===== config.mk =====
export PLATFORM = sky130hd
export DESIGN_NAME = ksa_sched_ctrl
export DESIGN_NICKNAME = d
export VERILOG_FILES = /design/src/rtl/ksa_sched_ctrl.sv
export SDC_FILE = /design/constraint.sdc
export NUM_CORES = 1
export LEC_CHECK = 0
export ABC_AREA = 1
export BUFFER_PORTS_ARGS = -buffer_cell sky130_fd_sc_hd__buf_2
export CAP_MARGIN = 10
export CELL_PAD_IN_SITES_DETAIL_PLACEMENT = 1
export CELL_PAD_IN_SITES_GLOBAL_PLACEMENT = 1
export CORE_ASPECT_RATIO = 1.75
export CORE_MARGIN = 3
export CORE_UTILIZATION = 49
export CTS_BUF_LIST = sky130_fd_sc_hd__clkbuf_8
export DETAILED_ROUTE_END_ITERATION = 8
export PLACE_DENSITY_LB_ADDON = 0.1
export SKIP_CTS_REPAIR_TIMING = 1
export SLEW_MARGIN = 10
export SYNTH_ARGS = -nofsm -noshare
export SYNTH_HDL_FRONTEND = slang
export SYNTH_SLANG_ARGS = --single-unit

===== constraint.sdc =====
create_clock -name clk -period 4.67 [get_ports clk]
set_clock_uncertainty 0.05 [all_clocks]
set_input_delay 0.467 -clock clk [delete_from_list [all_inputs] [get_ports clk]]
set_output_delay 0.467 -clock clk [all_outputs]
set_load 0.1 [all_outputs]

===== src/rtl/ksa_sched_ctrl.sv =====
// RC4 key-scheduling sequencer driving a single-port 256-byte S-box RAM.
// Optional S[i]=i initialisation pass is compiled in with KSA_INIT_PHASE_EN.
module ksa_sched_ctrl #(
  parameter int KEY_BYTES = 3
) (
  input  logic                   clk,
  input  logic                   rst_n,
  input  logic                   start,
  input  logic [8*KEY_BYTES-1:0] key,
  output logic                   busy,
  output logic                   done,
  output logic [7:0]             mem_addr,
  output logic [7:0]             mem_wdata,
  output logic                   mem_wren,
  input  logic [7:0]             mem_q
);

  localparam int KW = (KEY_BYTES > 1) ? $clog2(KEY_BYTES) : 1;
  localparam logic [KW-1:0] K_LAST = KW'(KEY_BYTES - 1);

  typedef enum logic [3:0] {
    IDLE,
`ifdef KSA_INIT_PHASE_EN
    INIT,
`endif
    RD_I,
    LD_I,
    RD_J,
    LD_J,
    WR_I,
    WR_J,
    DONE
  } state_t;

  state_t                 state_reg, state_next;
  logic [7:0]             i_reg, i_next;
  logic [7:0]             j_reg, j_next;
  logic [KW-1:0]          k_reg, k_next;
  logic [7:0]             si_reg, si_next;
  logic [8*KEY_BYTES-1:0] key_reg, key_next;
  logic                   busy_reg, busy_next;
  logic                   done_reg, done_next;
  logic [7:0]             addr_reg, addr_next;
  logic [7:0]             wdata_reg, wdata_next;
  logic                   wren_reg, wren_next;

  // Key byte 0 sits in the most significant byte of the key word.
  logic [7:0] key_byte [KEY_BYTES];
  logic [7:0] kbyte;

  genvar gi;
  generate
    for (gi = 0; gi < KEY_BYTES; gi++) begin : g_key_byte
      assign key_byte[gi] = key_reg[8*(KEY_BYTES-1-gi) +: 8];
    end
  endgenerate

  assign kbyte = key_byte[k_reg];

  always_ff @(posedge clk or negedge rst_n) begin
    if (!rst_n) begin
      state_reg <= IDLE;
      i_reg     <= 8'd0;
      j_reg     <= 8'd0;
      k_reg     <= '0;
      si_reg    <= 8'd0;
      key_reg   <= '0;
      busy_reg  <= 1'b0;
      done_reg  <= 1'b0;
      addr_reg  <= 8'd0;
      wdata_reg <= 8'd0;
      wren_reg  <= 1'b0;
    end else begin
      state_reg <= state_next;
      i_reg     <= i_next;
      j_reg     <= j_next;
      k_reg     <= k_next;
      si_reg    <= si_next;
      key_reg   <= key_next;
      busy_reg  <= busy_next;
      done_reg  <= done_next;
      addr_reg  <= addr_next;
      wdata_reg <= wdata_next;
      wren_reg  <= wren_next;
    end
  end

  // RAM controls are computed for the state being entered, so every output is a flop.
  always_comb begin
    state_next = state_reg;
    i_next     = i_reg;
    j_next     = j_reg;
    k_next     = k_reg;
    si_next    = si_reg;
    key_next   = key_reg;
    busy_next  = busy_reg;
    done_next  = done_reg;
    addr_next  = addr_reg;
    wdata_next = wdata_reg;
    wren_next  = 1'b0;

    case (state_reg)
      IDLE, DONE: begin
        if (start) begin
          key_next  = key;
          i_next    = 8'd0;
          j_next    = 8'd0;
          k_next    = '0;
          done_next = 1'b0;
          busy_next = 1'b1;
          addr_next = 8'd0;
`ifdef KSA_INIT_PHASE_EN
          state_next = INIT;
          wdata_next = 8'd0;
          wren_next  = 1'b1;
`else
          state_next = RD_I;
`endif
        end
      end

`ifdef KSA_INIT_PHASE_EN
      INIT: begin
        if (i_reg == 8'd255) begin
          i_next     = 8'd0;
          addr_next  = 8'd0;
          state_next = RD_I;
        end else begin
          i_next     = i_reg + 8'd1;
          addr_next  = i_reg + 8'd1;
          wdata_next = i_reg + 8'd1;
          wren_next  = 1'b1;
        end
      end
`endif

      RD_I: state_next = LD_I;

      LD_I: begin
        si_next    = mem_q;
        j_next     = j_reg + mem_q + kbyte;
        addr_next  = j_reg + mem_q + kbyte;
        state_next = RD_J;
      end

      RD_J: state_next = LD_J;

      // The write-data flop doubles as the S[j] holding register.
      LD_J: begin
        wdata_next = mem_q;
        addr_next  = i_reg;
        wren_next  = 1'b1;
        state_next = WR_I;
      end

      WR_I: begin
        addr_next  = j_reg;
        wdata_next = si_reg;
        wren_next  = 1'b1;
        state_next = WR_J;
      end

      WR_J: begin
        if (i_reg == 8'd255) begin
          busy_next  = 1'b0;
          done_next  = 1'b1;
          state_next = DONE;
        end else begin
          i_next     = i_reg + 8'd1;
          k_next     = (k_reg == K_LAST) ? '0 : k_reg + 1'b1;
          addr_next  = i_reg + 8'd1;
          state_next = RD_I;
        end
      end

      default: state_next = IDLE;
    endcase
  end

  assign busy      = busy_reg;
  assign done      = done_reg;
  assign mem_addr  = addr_reg;
  assign mem_wdata = wdata_reg;
  assign mem_wren  = wren_reg;

endmodule


==> impl_metrics.env, run 1 <==
export IMPL_status="finished, final reports clean"
export IMPL_diodes=0
export IMPL_slowest_stage="fa_1"
export IMPL_yosys_warnings=0
export IMPL_hp_class="in2async"
export IMPL_cts_htree_levels=3
export IMPL_numCtsBuffers=9
export IMPL_die_area_sq_mm=0.00904
export IMPL_fin_nets=521
export IMPL_final_layout_size_suffix_gt1_share_pct=24.4
export IMPL_crit_type="reg2reg"
export IMPL_cts_tree="built"
export IMPL_r2r_end="mem_addr[3]$_DFFE_PN0P_"
export IMPL_core_sq_mm=0.00762
export IMPL_vdd_drop_max_mv=0.380
export IMPL_avgSynthCellArea_sq_um=9.35
export IMPL_clock_fmax_mhz=323
export IMPL_clk_pin_slew_worst_paths_ps=80
export IMPL_rr_startpoint="k_reg[0]$_DFFE_PN0P_"
export IMPL_yosys_area_top_type_share_pct=46.6
export IMPL_ys_ff_latch=72
export IMPL_min_period_ps=3100
export IMPL_hold_worst_slack_ps=118
export IMPL_vias_per_cell=5.51
export IMPL_synth_ff_type="dfrtp_1"
export IMPL_powerDensity_mw_per_mm2=866
export IMPL_cts_sinks=72
export IMPL_wl_um=10500
export IMPL_drtPass1Iterations=4
export IMPL_grt_pass1_wl_um=17100
export IMPL_syn_inst=414
export IMPL_cp_start_kind="register"
export IMPL_layout_commonest_cell="nand2_1"
export IMPL_worst_path_largest_cell_delay_ps=520
export IMPL_ys_seq_area_share_pct=46.6
export IMPL_antenna_found_initial=0
export IMPL_grt_usage_pct=26.0
export IMPL_cp_common_cell="inv_1"
export IMPL_crit_arrival_ps=3310
export IMPL_ys_types=37
export IMPL_hold_viol_final=0
export IMPL_clock_root_buffer="clkbuf_8"
export IMPL_max_cap_viol_count=0
export IMPL_drv_slew=0
export IMPL_endpoint_kind="register"
export IMPL_synthTopCellsByArea="dfrtp_1, nand2_1, mux2_4"
export IMPL_drtIter0Drc=132
export IMPL_die_w_um=73.2
export IMPL_r2r_cells=14
export IMPL_crit_chain="inv_1 -> nor2_1 -> a221oi_1 -> fa_1 -> inv_1 -> ha_1 -> inv_1 -> fa_1 -> inv_1 -> or2_2 -> nand3_1 -> o2111ai_1 -> nand2_1 -> nand2_1"
export IMPL_largest_reg_flops=24
export IMPL_syn_area_sq_mm=0.00387
export IMPL_gp_congestion=0.873
export IMPL_timing_setup_tns_ps=0
export IMPL_ios=54
export IMPL_setup_viol_count_final=0
export IMPL_synthArstFlopShare_pct=100
export IMPL_drc_errors=0
export IMPL_worst_pin_slew_ps=799
export IMPL_fillers=904
export IMPL_antenna_left=0
export IMPL_cts_buffer_depth=2
export IMPL_synth_area_leader_cell="dfrtp_1"
export IMPL_worst_endpoint_required_ps=4880
export IMPL_p_leak_uw=0.00230
export IMPL_initial_utilization_pct=50.8
export IMPL_syn2layout_area_growth_pct=13.5
export IMPL_r2r_setup_slack_ps=1570
export IMPL_grt_pass1_vias=3412
export IMPL_critPathMaxFanout=8
export IMPL_slew_headroom_pct=46.7
export IMPL_final_cell_mix="nand2_1, dfrtp_1, buf_2, inv_1, nand3_1"
export IMPL_io_buffers=53
export IMPL_grt_max_degree=38
export IMPL_wl_per_cell_um=18.7
export IMPL_rsz0062_at_grt="no"
export IMPL_synth_edf_count=0
export IMPL_clk_latency_ps=370
export IMPL_num_rows=42
export IMPL_hpwl_um=8270
export IMPL_syn_num_nets=464
export IMPL_grt_ovfl_total=0
export IMPL_die_y_um=124
export IMPL_vias=3106
export IMPL_fin_crit_sh_pct=66.3
[stage by stage]
step	cell area (sq um)	worst slack (ps)	utilization (%)	instances	total power, uW
after floorplan	3870	2000	-	414	2780
after global placement	4190	1730	55.0	548	3180
after detailed placement	4190	1600	55.0	548	3310
after CTS	4390	1560	57.7	564	3840
after global routing	4390	1280	57.7	564	4110
final	4390	1570	57.7	564	3810
[synth_stat cells, types with 2 or more instances]
master / instances
o21ai_0: 24
o211ai_1: 9
o2111ai_1: 2
dfrtp_1: 72
o21ai_1: 6
nor2_2: 3
mux2_4: 23
clkbuf_1: 3
a21oi_1: 8
fa_1: 8
nand3_1: 31
o22ai_1: 5
nand3b_1: 3
inv_1: 40
nor2_1: 19
nand2_2: 5
nand4_1: 5
nand3_2: 3
ha_1: 7
buf_4: 3
nor3_1: 5
nand2_4: 2
nand2_1: 109
inv_2: 4
buf_6: 3
[routing by layer]
layer / track usage [%] / vias to the layer above / wire length (um)
li1: - / 1486 / -
met1: 27.2 / 1533 / 3870
met2: 48.0 / 63 / 6000
met3: 4.64 / 24 / 305
met4: 12.8 / 0 / 364
met5: 0 / - / 0
[where the power goes]
part	internal (uW)	total, uW	switching [uW]
clock network	270	508	238
logic	748	2210	1460
registers	879	1090	208
[worst max-delay path, delay by kind of cell, from the launching register on]
kind | cells | cell delay (ps)
adders and majority gates | 3 | 960
buffers and inverters | 4 | 320
and+or+nand+nor | 5 | 970
DFF | 1 | 410
AOI/OAI and AO/OA | 2 | 300
[logic make-up (layout without fill, tap and decap cells)]
group | Yosys count | count (layout) | synth area share (%)
and+or+nand+nor | 188 | 188 | 22.0
buffers and inverters | 55 | 117 | 6.40
DFF | 72 | 72 | 46.6
muxes | 23 | 23 | 8.92
adders and majority gates | 15 | 15 | 6.40
AOI/OAI and AO/OA | 61 | 61 | 9.73
[layout make-up]
| type | count | area, sq um | share of cell area, % |
|---|---|---|---|
| multi-input cells | 287 | 1820 | 41.4 |
| flip-flops and latches | 72 | 1800 | 41.0 |
| repair buffers | 55 | 280 | 6.38 |
| inverters | 46 | 180 | 4.10 |
| clock buffers | 11 | 151 | 3.45 |
| well taps | 88 | 110 | 2.51 |
| clock inverters | 5 | 48.8 | 1.11 |
[how the worst max path moves through the flow]
| stage | startpoint | endpoint | slack [ps] | cells past startpoint |
|---|---|---|---|---|
| 6_report | k_reg[0]$_DFFE_PN0P_ | mem_addr[3]$_DFFE_PN0P_ | 1570 | 14 |
| 5_1_grt | k_reg[0]$_DFFE_PN0P_ | mem_addr[7]$_DFFE_PN0P_ | 1280 | 16 |
| 4_1_cts | k_reg[0]$_DFFE_PN0P_ | mem_addr[7]$_DFFE_PN0P_ | 1560 | 16 |
| 3_5_place_dp | k_reg[0]$_DFFE_PN0P_ | mem_addr[7]$_DFFE_PN0P_ | 1600 | 16 |
| 3_3_place_gp | k_reg[0]$_DFFE_PN0P_ | mem_addr[7]$_DFFE_PN0P_ | 1730 | 16 |
| 2_1_floorplan | k_reg[0]$_DFFE_PN0P_ | mem_addr[3]$_DFFE_PN0P_ | 2000 | 14 |
Note: power is estimated with default switching activity, not from simulation.
==> run 2: changes to the inputs <==
Settings changed: CORE_UTILIZATION 49 to 41.
Clock period 4.67 ns to 2.7 ns, I/O delays scaled along.
==> run 2 against run 1 <==
Net effect: the flow now finishes with violations (negative setup slack); critical path depth rose by 2; hold slack lost 33 ps; final area rose by 6.2%; setup slack lost 1600 ps; power increased by 87%; global-route usage is 4.2 points lower; critical path type unchanged; critical endpoint is now mem_addr[7]$_DFFE_PN0P_; largest power group unchanged.
==> impl_metrics.env, run 2 (same netlist as run 1, synthesis figures left out) <==
export IMPL_clk_pin_slew_worst_paths_ps=80
export IMPL_setup_slack_ps=-57.0
export IMPL_clock_fmax_mhz=363
export IMPL_hold_viol_final=0
export IMPL_grt_pass1_vias=3593
export IMPL_startpoint="k_reg[1]$_DFFE_PN0P_"
export IMPL_slew_headroom_pct=24.2
export IMPL_drtPass1Iterations=4
export IMPL_drv_slew=0
export IMPL_die_w_um=79.4
export IMPL_final_cell_mix="nand2_1, dfrtp_1, buf_2, inv_1, nand3_1"
export IMPL_endpoint_kind="register"
export IMPL_post_route_util_pct=51.0
export IMPL_die_y_um=135
export IMPL_numCtsBuffers=9
export IMPL_gr_usage_met1_pct=22.6
export IMPL_num_rows=46
export IMPL_worst_pin_slew_ps=1130
export IMPL_critical_path_top_delay_family="adder cells"
export IMPL_cp_num_buf_inv=4
export IMPL_fin_nets=540
export IMPL_layout_commonest_cell="nand2_1"
export IMPL_min_period_ps=2760
export IMPL_antenna_left=0
export IMPL_fin_crit_sh_pct=102
export IMPL_initial_utilization_pct=42.3
export IMPL_worst_endpoint_required_ps=2890
export IMPL_worstHoldStart="key[3]"
export IMPL_grt_ovfl_total=0
export IMPL_final_layout_size_suffix_gt1_share_pct=30.7
export IMPL_setup_viol_count_final=3
export IMPL_power_net_switching_uw=3440
export IMPL_wl_per_cell_um=17.2
export IMPL_cts_tree="built"
export IMPL_crit_arrival_ps=2950
export IMPL_core_sq_mm=0.00915
export IMPL_crit_chain="inv_1 -> nor2_1 -> a221oi_2 -> fa_1 -> inv_1 -> ha_2 -> inv_2 -> fa_2 -> inv_2 -> nand4_1 -> nand3_1 -> nand3_2 -> nand3_2 -> nand2_1 -> nand2_1 -> nand2_1"
export IMPL_cp_start_kind="register"
export IMPL_hpwl_um=8310
export IMPL_grt_pass1_wl_um=17600
export IMPL_r2r_setup_slack_ps=-60
export IMPL_hp_class="in2reg"
export IMPL_dp_cells=598
export IMPL_diodes=0
export IMPL_p_sw_share_pct=48.3
export IMPL_gp_congestion=0.834
export IMPL_powerDensity_mw_per_mm2=1530
export IMPL_drc_errors=0
export IMPL_p_comb_share_pct=60.5
export IMPL_crit_type="reg2reg"
export IMPL_drtIter0Drc=132
export IMPL_vias=3176
export IMPL_clock_root_buffer="clkbuf_8"
export IMPL_gr_usage_met3_pct=4.81
export IMPL_cts_htree_levels=3
export IMPL_worst_path_largest_cell_delay_ps=450
export IMPL_largest_reg_flops=24
export IMPL_status="complete, but fails checks"
export IMPL_p_int_uw=3680
export IMPL_grt_busiest_layer="met2"
export IMPL_vdd_drop_max_mv=0.648
export IMPL_critPathMaxFanout=4
export IMPL_syn2layout_area_growth_pct=20.5
export IMPL_wl_um=10600
export IMPL_p_total_uw=7120
export IMPL_rr_startpoint="k_reg[1]$_DFFE_PN0P_"
export IMPL_max_cap_viol_count=0
export IMPL_antenna_found_initial=0
export IMPL_io_buffers=53
export IMPL_p_leak_uw=0.00239
export IMPL_grt_util_met2_pct=39.8
export IMPL_vias_per_cell=5.16
export IMPL_violations="negative setup slack"
export IMPL_ios=54
export IMPL_seqPwrFrac_pct=26.1
export IMPL_slowest_stage="dfrtp_2"
export IMPL_cts_buffer_depth=2
export IMPL_pre_cts_ws_ps=-186
export IMPL_cts_sinks=72
export IMPL_die_area_sq_mm=0.0107
export IMPL_grt_max_degree=73
export IMPL_hold_worst_slack_ps=85.3
export IMPL_rsz0062_at_grt="yes"
export IMPL_instances_no_fill=615
export IMPL_grt_usage_pct=21.7
export IMPL_cp_common_cell="nand2_1"
export IMPL_clk_latency_ps=360
export IMPL_power_frac_clock_pct=13.4
run 2: cell types whose count changed in the layout (fill, tap and decap cells not counted), moves of 2 or more:
cell	delta
buf_4	+17
inv_1	-5
clkinv_4	+3
inv_2	+3
clkbuf_8	-2
dfrtp_1	-2
dfrtp_2	+2
fa_1	-2
fa_2	+2
nand3_1	-2
nand3_2	+2
nor2_1	-2
run 2: final timing paths:
check / end / depth (start not counted)
hold reg to reg: mem_addr[0]$_DFFE_PN0P_ / 2
min in group asynchronous: mem_wdata[0]$_DFFE_PN0P_ / 3
setup / recovery: mem_addr[7]$_DFFE_PN0P_ / 16
max in group asynchronous: k_reg[1]$_DFFE_PN0P_ / 3
hold / removal: key_byte[3]$_DFFE_PN0P_ / 2
setup reg to reg: mem_addr[7]$_DFFE_PN0P_ / 16
run 2: layout make-up:
type	instances	area (sq um)
fill	1075	4490
multi-input combinational	287	1870
sequential	72	1800
timing repair buffer	74	438
inverter	46	180
tap	120	150
clock buffer	9	124
clock inverter	7	97.6
run 2: layer usage:
| metal | part of all wire (%) | routed length, um | vias up |
|---|---|---|---|
| met2 | 56 | 5960 | 59 |
| met5 | 0 | 0 | - |
| met1 | 36 | 3800 | 1570 |
| li1 | - | - | 1525 |
| met3 | 3.7 | 392 | 22 |
| met4 | 4.2 | 442 | 0 |
run 2: stage by stage:
stage               instance area [sq um]  setup TNS, ps
finish                               4660           -111
global placement                     4380          -27.6
floorplan                            3870              0
CTS                                  4600           -691
detailed placement                   4380           -766
global route                         4660          -2070
run 2: power by group through the flow:
stage                     Combinational, uW  Sequential (uW)  Clock [uW]
after floorplan                        2360             2440           0
after global placement                 4070             1840           0
after detailed placement               4220             1870           0
after CTS                              4240             1850         984
after global routing                   4770             1920        1030
final                                  4310             1860         954
run 2: worst reg2reg max path, cell delays in order, from the launching register on:
cell and delay [ps]:
dfrtp_2 450, inv_1 130, nor2_1 70, a221oi_2 210, fa_1 450, inv_1 80
ha_2 190, inv_2 50, fa_2 420, inv_2 80, nand4_1 70, nand3_1 90
nand3_2 80, nand3_2 70, nand2_1 50, nand2_1 50, nand2_1 50
==> run 3: changes to the inputs <==
Settings changed: REMOVE_ABC_BUFFERS from default to 1.
==> run 3 against run 2 <==
Net effect: the run still ends with negative setup slack left; global-route usage shrank 0.36 points; critical path depth fell by 2; final area is 0.91% higher; hold slack better by 1.0 ps; sequential power about the same; via count grew 0.31%; combinational power grew 7.9%; register-to-register slack gained 40 ps.
==> impl_metrics.env, run 3 (same netlist as run 1, synthesis figures left out) <==
export IMPL_layout_commonest_cell="nand2_1"
export IMPL_setup_slack_ps=-20.7
export IMPL_drtIter0Drc=115
export IMPL_slowest_stage="dfrtp_2"
export IMPL_drc_errors=0
export IMPL_hold_viol_final=0
export IMPL_grt_max_degree=44
export IMPL_clk_pin_slew_worst_paths_ps=80
export IMPL_hold_worst_slack_ps=86.3
export IMPL_core_sq_mm=0.00915
export IMPL_grt_ovfl_total=0
export IMPL_syn2layout_area_growth_pct=21.6
export IMPL_vdd_drop_max_mv=0.742
export IMPL_wl_um=10500
export IMPL_crit_type="reg2reg"
export IMPL_cts_tree="built"
export IMPL_hp_class="in2reg"
export IMPL_cts_htree_levels=3
export IMPL_final_layout_size_suffix_gt1_share_pct=33.2
export IMPL_cts_buffer_depth=2
export IMPL_instances_no_fill=614
export IMPL_slew_headroom_pct=31.0
export IMPL_status="complete, but fails checks"
export IMPL_violations="negative setup slack"
export IMPL_clk_latency_ps=360
export IMPL_crit_arrival_ps=2940
export IMPL_antenna_left=0
export IMPL_clock_fmax_mhz=368
export IMPL_powerDensity_mw_per_mm2=1530
export IMPL_die_area_sq_mm=0.0107
export IMPL_drtPass1Iterations=4
export IMPL_critPathMaxFanout=4
export IMPL_numCtsBuffers=9
export IMPL_grt_pass1_wl_um=17300
export IMPL_die_w_um=79.4
export IMPL_clock_root_buffer="clkbuf_8"
export IMPL_final_cell_mix="nand2_1, dfrtp_1, buf_2, inv_1, nand3_1"
export IMPL_min_period_ps=2720
export IMPL_drv_slew=0
export IMPL_worst_pin_slew_ps=1030
export IMPL_hpwl_um=8230
export IMPL_largest_reg_flops=24
export IMPL_num_rows=46
export IMPL_rsz0062_at_grt="yes"
export IMPL_vias=3186
export IMPL_grt_usage_pct=21.4
export IMPL_endpoint_kind="register"
export IMPL_worst_path_largest_cell_delay_ps=450
export IMPL_io_buffers=53
export IMPL_p_leak_uw=0.00239
export IMPL_cp_start_kind="register"
export IMPL_diodes=0
export IMPL_gp_congestion=0.778
export IMPL_initial_utilization_pct=42.3
export IMPL_antenna_found_initial=0
export IMPL_post_route_util_pct=51.4
export IMPL_dp_cells=597
export IMPL_timing_setup_tns_ps=-28.4
export IMPL_crit_chain="inv_4 -> nor2_4 -> a221oi_4 -> fa_1 -> inv_1 -> ha_2 -> inv_2 -> fa_2 -> nor2_1 -> o21ai_0 -> nand3b_1 -> nand3b_1 -> nand2_1 -> nand2_1"
export IMPL_ios=54
export IMPL_grt_pass1_vias=3484
export IMPL_vias_per_cell=5.19
export IMPL_fin_nets=541
export IMPL_p_total_uw=7220
export IMPL_max_cap_viol_count=0
export IMPL_die_y_um=135
export IMPL_cts_sinks=72
export IMPL_wl_per_cell_um=17.2
export IMPL_setup_viol_count_final=2
export IMPL_fin_crit_sh_pct=101
export IMPL_worst_endpoint_required_ps=2920
## run 3: critical path, delay by kind of cell, from the launching register on
family                     cells  cell delay, ps
AOI/OAI and AO/OA              2             360
DFF                            1             450
adders and majority gates      3            1050
and+or+nand+nor                6             520
buffers and inverters          3             210
## run 3: area by class of cell
cell class              count  area, sq um
inverters                  46          183
flip-flops and latches     72         1800
multi-input cells         287         1960
clock inverters             4         22.5
fillers                  1087         4440
well taps                 120          150
clock buffers              10          138
repair buffers             75          445
## run 3: final timing paths
| path | depth (start not counted) | to | startpoint | slack, ps |
|---|---|---|---|---|
| max in group asynchronous | 3 | k_reg[1]$_DFFE_PN0P_ | rst_n | 1440 |
| min in group asynchronous | 2 | mem_wdata[2]$_DFFE_PN0P_ | rst_n | 450 |
| worst max register to register | 14 | mem_addr[5]$_DFFE_PN0P_ | k_reg[0]$_DFFE_PN0P_ | -20 |
| worst min-delay path | 2 | key_byte[11]$_DFFE_PN0P_ | key[11] | 90 |
| worst min register to register | 2 | mem_addr[1]$_DFFE_PN0P_ | mem_addr[1]$_DFFE_PN0P_ | 430 |
| worst max-delay path | 14 | mem_addr[5]$_DFFE_PN0P_ | k_reg[0]$_DFFE_PN0P_ | -20 |
## run 3: through the flow
step	setup WS [ps]	area, sq um
floorplan	27.7	3800
global placement	-87.8	4370
detailed placement	-201	4370
CTS	-193	4530
global route	-175	4710
finish	-20.7	4710
## run 3: power breakdown
part           total [uW]  internal (uW)  switching [uW]
clock                 739            343             396
sequential           1840           1520             313
combinational        4650           1820            2830
## run 3: per-layer routing
metal | routed length, um | share of wire (%) | track usage (%) | vias up
li1 | - | - | - | 1530
met1 | 3890 | 37 | 22.5 | 1567
met2 | 5880 | 56 | 38.9 | 58
met3 | 329 | 3.1 | 4.94 | 31
met4 | 444 | 4.2 | 10.4 | 0
met5 | 0 | 0 | 0 | -
